File: config.mk
export PLATFORM = sky130hd
export DESIGN_NAME = stream_upsizer
export DESIGN_NICKNAME = d
export VERILOG_FILES = /design/src/rtl/stream_upsizer.sv
export SDC_FILE = /design/constraint.sdc
export NUM_CORES = 1
export LEC_CHECK = 0
export ABC_AREA = 0
export CAP_MARGIN = 40
export CORE_MARGIN = 3
export CORE_UTILIZATION = 60
export DETAILED_ROUTE_END_ITERATION = 16
export DONT_BUFFER_PORTS = 1
export PLACE_DENSITY_LB_ADDON = 0.3
export SYNTH_ARGS = -nofsm -noshare
export SYNTH_HDL_FRONTEND = slang
export SYNTH_SLANG_ARGS = --single-unit
File: constraint.sdc
create_clock -name clk -period 3.55 [get_ports clk]
set_clock_uncertainty 0.15 [all_clocks]
set_input_delay 0.355 -clock clk [delete_from_list [all_inputs] [get_ports clk]]
set_output_delay 0.355 -clock clk [all_outputs]
set_load 0.005 [all_outputs]
File: src/rtl/stream_upsizer.sv
// stream_upsizer: packs RATIO narrow input words into one wide output word.
//
// Input lanes are filled little-endian (first beat in lane 0). A word is
// emitted when all RATIO lanes are filled or when a beat carries inLast, in
// which case the unused upper lanes are zero and outKeep marks the filled
// lanes. The single-entry output register lets a new word load in the same
// cycle the previous one is taken, so throughput is one input beat per cycle
// while the consumer is ready.
//
// Ports
//   clk       rising-edge clock
//   rst       asynchronous active-high reset
//   inValid   dIn / inLast valid
//   inReady   block accepts an input beat this cycle
//   dIn       input word, DATA_W bits
//   inLast    final word of the packet
//   outValid  dOut / outKeep / outLast valid
//   outReady  consumer ready
//   dOut      packed output word, DATA_W*RATIO bits
//   outKeep   per-lane valid mask, contiguous from bit 0
//   outLast   output word ends a packet

module stream_upsizer #(
    parameter int unsigned DATA_W = 8,
    parameter int unsigned RATIO  = 4
) (
    input  logic                       clk,
    input  logic                       rst,
    input  logic                       inValid,
    output logic                       inReady,
    input  logic [DATA_W-1:0]          dIn,
    input  logic                       inLast,
    output logic                       outValid,
    input  logic                       outReady,
    output logic [DATA_W*RATIO-1:0]    dOut,
    output logic [RATIO-1:0]           outKeep,
    output logic                       outLast
);

    localparam int unsigned OUT_W = DATA_W * RATIO;
    localparam int unsigned CNT_W = (RATIO > 2) ? $clog2(RATIO) : 1;

    // Reject illegal parameter sets at elaboration, naming the instance.
    generate
        if (DATA_W < 1 || RATIO < 2) begin : gParamCheck
            $error("stream_upsizer %m: illegal parameters DATA_W=%0d RATIO=%0d (need DATA_W>=1, RATIO>=2)",
                   DATA_W, RATIO);
        end
    endgenerate

    typedef enum logic {
        ST_EMPTY = 1'b0,
        ST_FULL  = 1'b1
    } state_t;

    state_t             state;
    logic [CNT_W-1:0]   cnt;
    logic [OUT_W-1:0]   acc;
    logic               rstDone;

    logic               inBeat;
    logic               outBeat;
    logic               complete;
    logic [OUT_W-1:0]   laneWord;
    logic [RATIO-1:0]   laneKeep;
    logic [OUT_W-1:0]   nextWord;

    // Held low through reset and the first edge after release.
    assign inReady = rstDone && (!outValid || outReady);

    // Handshakes, word completion and the word formed by the current beat.
    always_comb begin
        inBeat   = inValid && inReady;
        outBeat  = outValid && outReady;
        complete = inBeat && (inLast || (cnt == CNT_W'(RATIO - 1)));
        laneWord = '0;
        laneKeep = '0;
        for (int unsigned i = 0; i < RATIO; i++) begin
            if (CNT_W'(i) == cnt) begin
                laneWord[i*DATA_W +: DATA_W] = dIn;
            end
            // Lanes 0..cnt are written once the current beat lands.
            if (CNT_W'(i) <= cnt) begin
                laneKeep[i] = 1'b1;
            end
        end
        // Lanes above cnt are still zero in acc, so OR merges cleanly.
        nextWord = acc | laneWord;
    end

    // Reset-release tracker gating inReady.
    always_ff @(posedge clk or posedge rst) begin
        if (rst) begin
            rstDone <= 1'b0;
        end else begin
            rstDone <= 1'b1;
        end
    end

    // Lane accumulator and lane counter.
    always_ff @(posedge clk or posedge rst) begin
        if (rst) begin
            cnt <= '0;
            acc <= '0;
        end else if (inBeat) begin
            if (complete) begin
                cnt <= '0;
                acc <= '0;
            end else begin
                cnt <= cnt + CNT_W'(1);
                acc <= nextWord;
            end
        end
    end

    // Output state machine with registered outputs.
    always_ff @(posedge clk or posedge rst) begin
        if (rst) begin
            state    <= ST_EMPTY;
            outValid <= 1'b0;
            dOut     <= '0;
            outKeep  <= '0;
            outLast  <= 1'b0;
        end else begin
            case (state)
                ST_EMPTY: begin
                    if (complete) begin
                        state    <= ST_FULL;
                        outValid <= 1'b1;
                        dOut     <= nextWord;
                        outKeep  <= laneKeep;
                        outLast  <= inLast;
                    end
                end
                ST_FULL: begin
                    // A completion here implies outReady, so the held word
                    // leaves on this edge and the new one replaces it.
                    if (complete) begin
                        state    <= ST_FULL;
                        outValid <= 1'b1;
                        dOut     <= nextWord;
                        outKeep  <= laneKeep;
                        outLast  <= inLast;
                    end else if (outBeat) begin
                        state    <= ST_EMPTY;
                        outValid <= 1'b0;
                    end
                end
                default: begin
                    state    <= ST_EMPTY;
                    outValid <= 1'b0;
                end
            endcase
        end
    end

endmodule
==> metrics, run 1 <==
status finished clean; Worst-Margin Slew 0.6462 ns; achievable frequency 0.4216 GHz; CP Capture Type flop; CTS tree done; post-route cell area 0.003477 mm^2; Worst setup endpoint dOut[9]; Reg2Reg Launch Point cnt[1]; Placed Area 0.003229 mm^2; fin crit share 66.82%; initial antenna violation count 0; Tightest Hold Check Type in -> reg; Tot Pwr 0.002766 W; CP Launch Type flop; Yosys reg bits 74; CTS buffer count 9; CTS Hold Bufs 1; average vias per placed instance 6.190; post-cts sizing count 0; Reg2Reg Depth 5; Syn Inst Count 317; Initial Util 62.77%; # DRC 0; PwrDens 795.4 mW/mm^2; largest net degree at the start of global routing 60; Setup Viol. Count Final 0; fraction of layout cells with a size suffix above 1 8.442%; peak supply drop 0.4245 mV; Port Buffer Count 0; clk slew on worst S/H paths 0.07 ns; capturing point of the worst reg2reg path dOut[9]; Synth-to-Final Area Change 7.090%; unrepaired setup endpoints after global routing false; core area 0.005172 mm^2; vias post-DR 2340; Max Slew Vio Count 0; most common cell after layout, fill and taps aside dfrtp_1; dpl cells 361; H-tree levels 3; CP Data Required Time 3.66 ns; postcts setup bufs 0; Routed WL per cell 18.26 um; setup TNS 0 ns; Mean Syn Cell Area 10.24 um^2; Mapped Area 0.003247 mm^2; Hold Startpoint inLast; die area 0.006330 mm^2; first-pass GRT wire length 11400 um; CTS max path bufs 2; vias in the first global route 2268; Yosys cell types 26; CTS Root Cell clkbuf_8; total gr overflow 0; max_slew headroom 56.92%; DIE HEIGHT 79.56 um; Final Hold Viols 0; GRT Total Usage 23.47%; Ant. Diodes 0; routed wire length 6903 um; clk sinks 74; worst setup path category reg -> reg; Ys Warns 0; CP arrival 2.48 ns; Max-Cap Viols 0; most frequent cells in the layout 74 x dfrtp_1, 34 x o31ai_1, 32 x o21ai_0, 32 x a21oi_1, 31 x nand2_1; DR pass1 iterations 4; r2r setup slk 1.18 ns; initial DRC count 250; largest fanout on the critical path 35; # IOs 52; # rows 26; GP Congestion 0.7476; Final Net Count 320; final std cells w/o fill 378; die width 79.56 um; post-synthesis net count 334; dpl hpwl 3996 um; register area share after synthesis 57.03%; Routed Antenna Nets 0; final cell utilization of the core 67.22%; Leak 1.494 nW; Setup crit start cnt[1]; Final min period 2.372 ns; Skew-Pair Late Insertion Delay 0.34 ns
-- cell type report --
type / instances / area (um^2)
Clock buffer: 12 / 165.2
Clock inverter: 4 / 72.57
Fill cell: 377 / 1695
Inverter: 3 / 11.26
Multi-Input combinational cell: 209 / 1221
Sequential cell: 74 / 1852
Tap cell: 70 / 87.58
Timing Repair Buffer: 6 / 67.56
-- Yosys cell counts (all sizes together) --
master	count	area, um^2
or3	1	6.260
ha	4	50.05
a21oi	32	160.2
mux2i	1	10.01
inv	3	11.26
nand2	32	120.1
conb	1	3.750
nand4	1	6.260
o21a	24	180.2
buf	11	97.59
dfrtp	74	1852
nand2b	2	12.51
nand3	2	10.01
nor2	3	13.77
a22o	2	17.52
nor2b	1	6.260
and2	10	62.56
clkbuf	20	76.32
nor3	24	120.1
o21ai	35	175.2
o31ai	34	255.2
-- worst max-delay path, stage by stage (launching register included) --
cell,delay (ns)
dfrtp_1,0.40
ha_1,0.47
nor2_2,0.06
or3_2,0.72
buf_16,0.28
o21ai_0,0.19
-- sequential cells by signal, summed over array words and instances (netlist names) --
register / count
dOut: 32
state: 1
cnt: 2
outLast: 1
rstDone: 1
outValid: 1
outKeep: 4
acc: 32
-- metrics by stage --
| stage | setup WS (ns) | hold WS, ns |
|---|---|---|
| global route | 1.042 | 0.01400 |
| finish | 1.178 | 0.01742 |
| floorplan | 1.163 | 0.2943 |
| detailed placement | 1.210 | 0.1473 |
| global placement | 1.203 | 0.1429 |
| CTS | 1.217 | 0.008789 |
-- cells by family after synthesis --
family / Yosys count / synth area share, %
other: 1 / 0.1155
buffers and inverters: 34 / 5.703
flip-flops: 74 / 57.03
AO/OA/AOI/OAI: 127 / 24.28
multiplexers: 1 / 0.3083
AND/OR/NAND/NOR: 76 / 11.02
adder cells (fa/ha/maj): 4 / 1.541
-- power by group --
| part | switching (W) | internal (W) | leakage [nW] |
|---|---|---|---|
| registers | 0.000201 | 0.00114 | 0.967 |
| logic | 0.000382 | 0.000277 | 0.409 |
| clock network | 0.000314 | 0.000453 | 0.119 |
-- worst min-delay path by stage --
stage          cells past startpoint  endpoint  slack (ns)
2_1_floorplan                      2     state        0.29
3_3_place_gp                       1   dOut[3]        0.14
3_5_place_dp                       1   dOut[3]        0.15
4_1_cts                            1   outLast       0.009
5_1_grt                            1   outLast        0.01
6_report                           1   outLast        0.02
-- routing by layer --
metal  vias up  GRT usage [%]  wire (um)
met1      1162          34.36       3268
met4         0          10.65        143
met2        68          33.39       3100
met5         -              0          0
li1       1098              -          -
met3        12          5.079        391
Power figures use the tool's default switching activity.
==> inputs of run 2 (changes only) <==
CORE_UTILIZATION = 56   (was 60)
clock period = 1.9 ns   (was 3.55 ns; I/O delays follow)
==> metrics, run 2 (same netlist as run 1, synthesis figures left out) <==
status finished clean; vias post-DR 2419 (+3.4%); Setup Viol. Count Final 0 (unchanged); Final min period 1.707 ns (-0.6655 ns); initial DRC count 233 (-6.8%); Placed Area 0.003313 mm^2 (+2.6%); CP Data Required Time 2.01 ns (-1.65 ns); DIE HEIGHT 82.15 um (+3.2%); first-pass GRT wire length 12270 um (+7.6%); setup TNS 0 ns (unchanged); critical path, cell by cell ha_1, nor2_2, or3_4, buf_4, o21ai_0; achievable frequency 0.5860 GHz (+39%); most common cell after layout, fill and taps aside dfrtp_1; Routed WL per cell 18.78 um (+2.8%); Leak 1.555 nW (+4.1%); clk sinks 74 (unchanged); hold path depth 3 (+2); die area 0.006748 mm^2 (+6.6%); Port Buffer Count 0 (unchanged); CP Capture Type flop; GRT Total Usage 24.57% (+1.1 points); most frequent cells in the layout 74 x dfrtp_1, 34 x o31ai_1, 32 x o21ai_0, 32 x a21oi_1, 31 x nand2_1; CTS Root Cell clkbuf_8; vias in the first global route 2388 (+5.3%); Ant. Diodes 0 (unchanged); Final Hold Viols 0 (unchanged); clk slew on worst S/H paths 0.07 ns (about the same); die width 82.15 um (+3.2%); max incr delay on CP 0.39 ns (-0.33 ns); Synth-to-Final Area Change 11.37%; # fillers 479 (+27%); top flop regs acc x32, dOut x32, outKeep x4; post-route cell area 0.003616 mm^2 (+4.0%); # rows 27 (+3.8%); DR pass1 iterations 5 (+1); CP arrival 1.81 ns (-0.67 ns); CTS tree done; CTS max path bufs 2 (unchanged); CTS buffer count 9 (unchanged); Final Net Count 338 (+5.6%); largest net degree at the start of global routing 60 (unchanged); worst setup path category reg -> reg; Crit path max-delay family simple AND/OR/NAND/NOR gates; postcts setup bufs 0 (unchanged); Fin Hold WS 0.06893 ns (+0.05151 ns); Initial Util 58.25% (-4.5 points); # DRC 0 (unchanged); Max Slew Vio Count 0 (unchanged); dpl hpwl 4490 um (+12%); largest fanout on the critical path 23 (-34%); initial antenna violation count 0 (unchanged); peak supply drop 0.7930 mV (+87%); unrepaired setup endpoints after global routing false; Crit path depth 5 (unchanged); average vias per placed instance 6.093 (-1.6%); GP Congestion 0.8098 (+8.3%); CP Launch Type flop; core area 0.005574 mm^2 (+7.8%); fin crit share 89.82% (+23 points); # IOs 52 (unchanged); Crit-path slowest cell dfrtp_1; Routed Antenna Nets 0 (unchanged); total gr overflow 0 (unchanged); H-tree levels 3 (unchanged); CP bufs+invs 1 (unchanged); Reg2Reg Depth 5 (unchanged); PwrDens 1402 mW/mm^2 (+76%); fraction of layout cells with a size suffix above 1 9.538% (+1.1 points); routed wire length 7455 um (+8.0%); Max-Cap Viols 0 (unchanged); Skew-Pair Late Insertion Delay 0.34 ns (about the same); Tightest Hold Check Type in -> reg
run 2: final timing paths:
check | from | to | slack, ns
min in group asynchronous | rst | dOut[1] | 0.19
worst max register to register | cnt[1] | dOut[2] | 0.19
worst max-delay path | cnt[1] | dOut[2] | 0.19
worst min-delay path | inValid | cnt[0] | 0.07
max in group asynchronous | rst | state | 0.82
worst min register to register | acc[28] | acc[28] | 0.34
run 2: timing repair:
item,4_1_cts,5_1_grt
endpoints found under the hold margin,121,0
resized for setup,0,2
hold buffers,11,0
setup endpoints to repair,0,45
run 2: layout make-up:
type / count / area [um^2] / share of cell area, %
multi-input cells: 209 / 1225 / 33.88
inverters: 3 / 15.01 / 0.4152
clock inverters: 3 / 40.04 / 1.107
well taps: 72 / 90.09 / 2.491
flip-flops and latches: 74 / 1852 / 51.21
clock buffers: 12 / 145.1 / 4.014
repair buffers: 24 / 249.0 / 6.886
run 2: worst register-to-register path, cell delays in order, from the launching register on:
cell and delay (ns):
dfrtp_1 0.39, ha_1 0.21, nor2_2 0.05, or3_4 0.39
buf_4 0.23, o21ai_0 0.20
run 2: metrics by stage:
stage / setup WS, ns / util (%) / cells / power [W]
finish: 0.1935 / 64.87 / 397 / 0.005069
floorplan: 0.1332 / - / 317 / 0.003485
detailed placement: 0.01410 / 59.44 / 371 / 0.003890
global route: 0.06879 / 64.87 / 397 / 0.005426
global placement: 0.1361 / 59.44 / 371 / 0.003802
CTS: 0.008867 / 64.74 / 397 / 0.005098
run 2: metal layers:
layer | routed length, um | global-route usage [%] | vias to the layer above
met5 | 0 | 0 | -
met4 | 98 | 9.136 | 0
met3 | 546 | 6.616 | 9
met2 | 3532 | 35.62 | 89
met1 | 3277 | 35.47 | 1186
li1 | - | - | 1135
run 2: report_power, final:
group          total, W  switching [W]  leakage, nW  internal (W)
combinational   0.00138       0.000791        0.492      0.000591
sequential      0.00251       0.000379        0.967       0.00213
clock           0.00118       0.000545       0.0962      0.000632
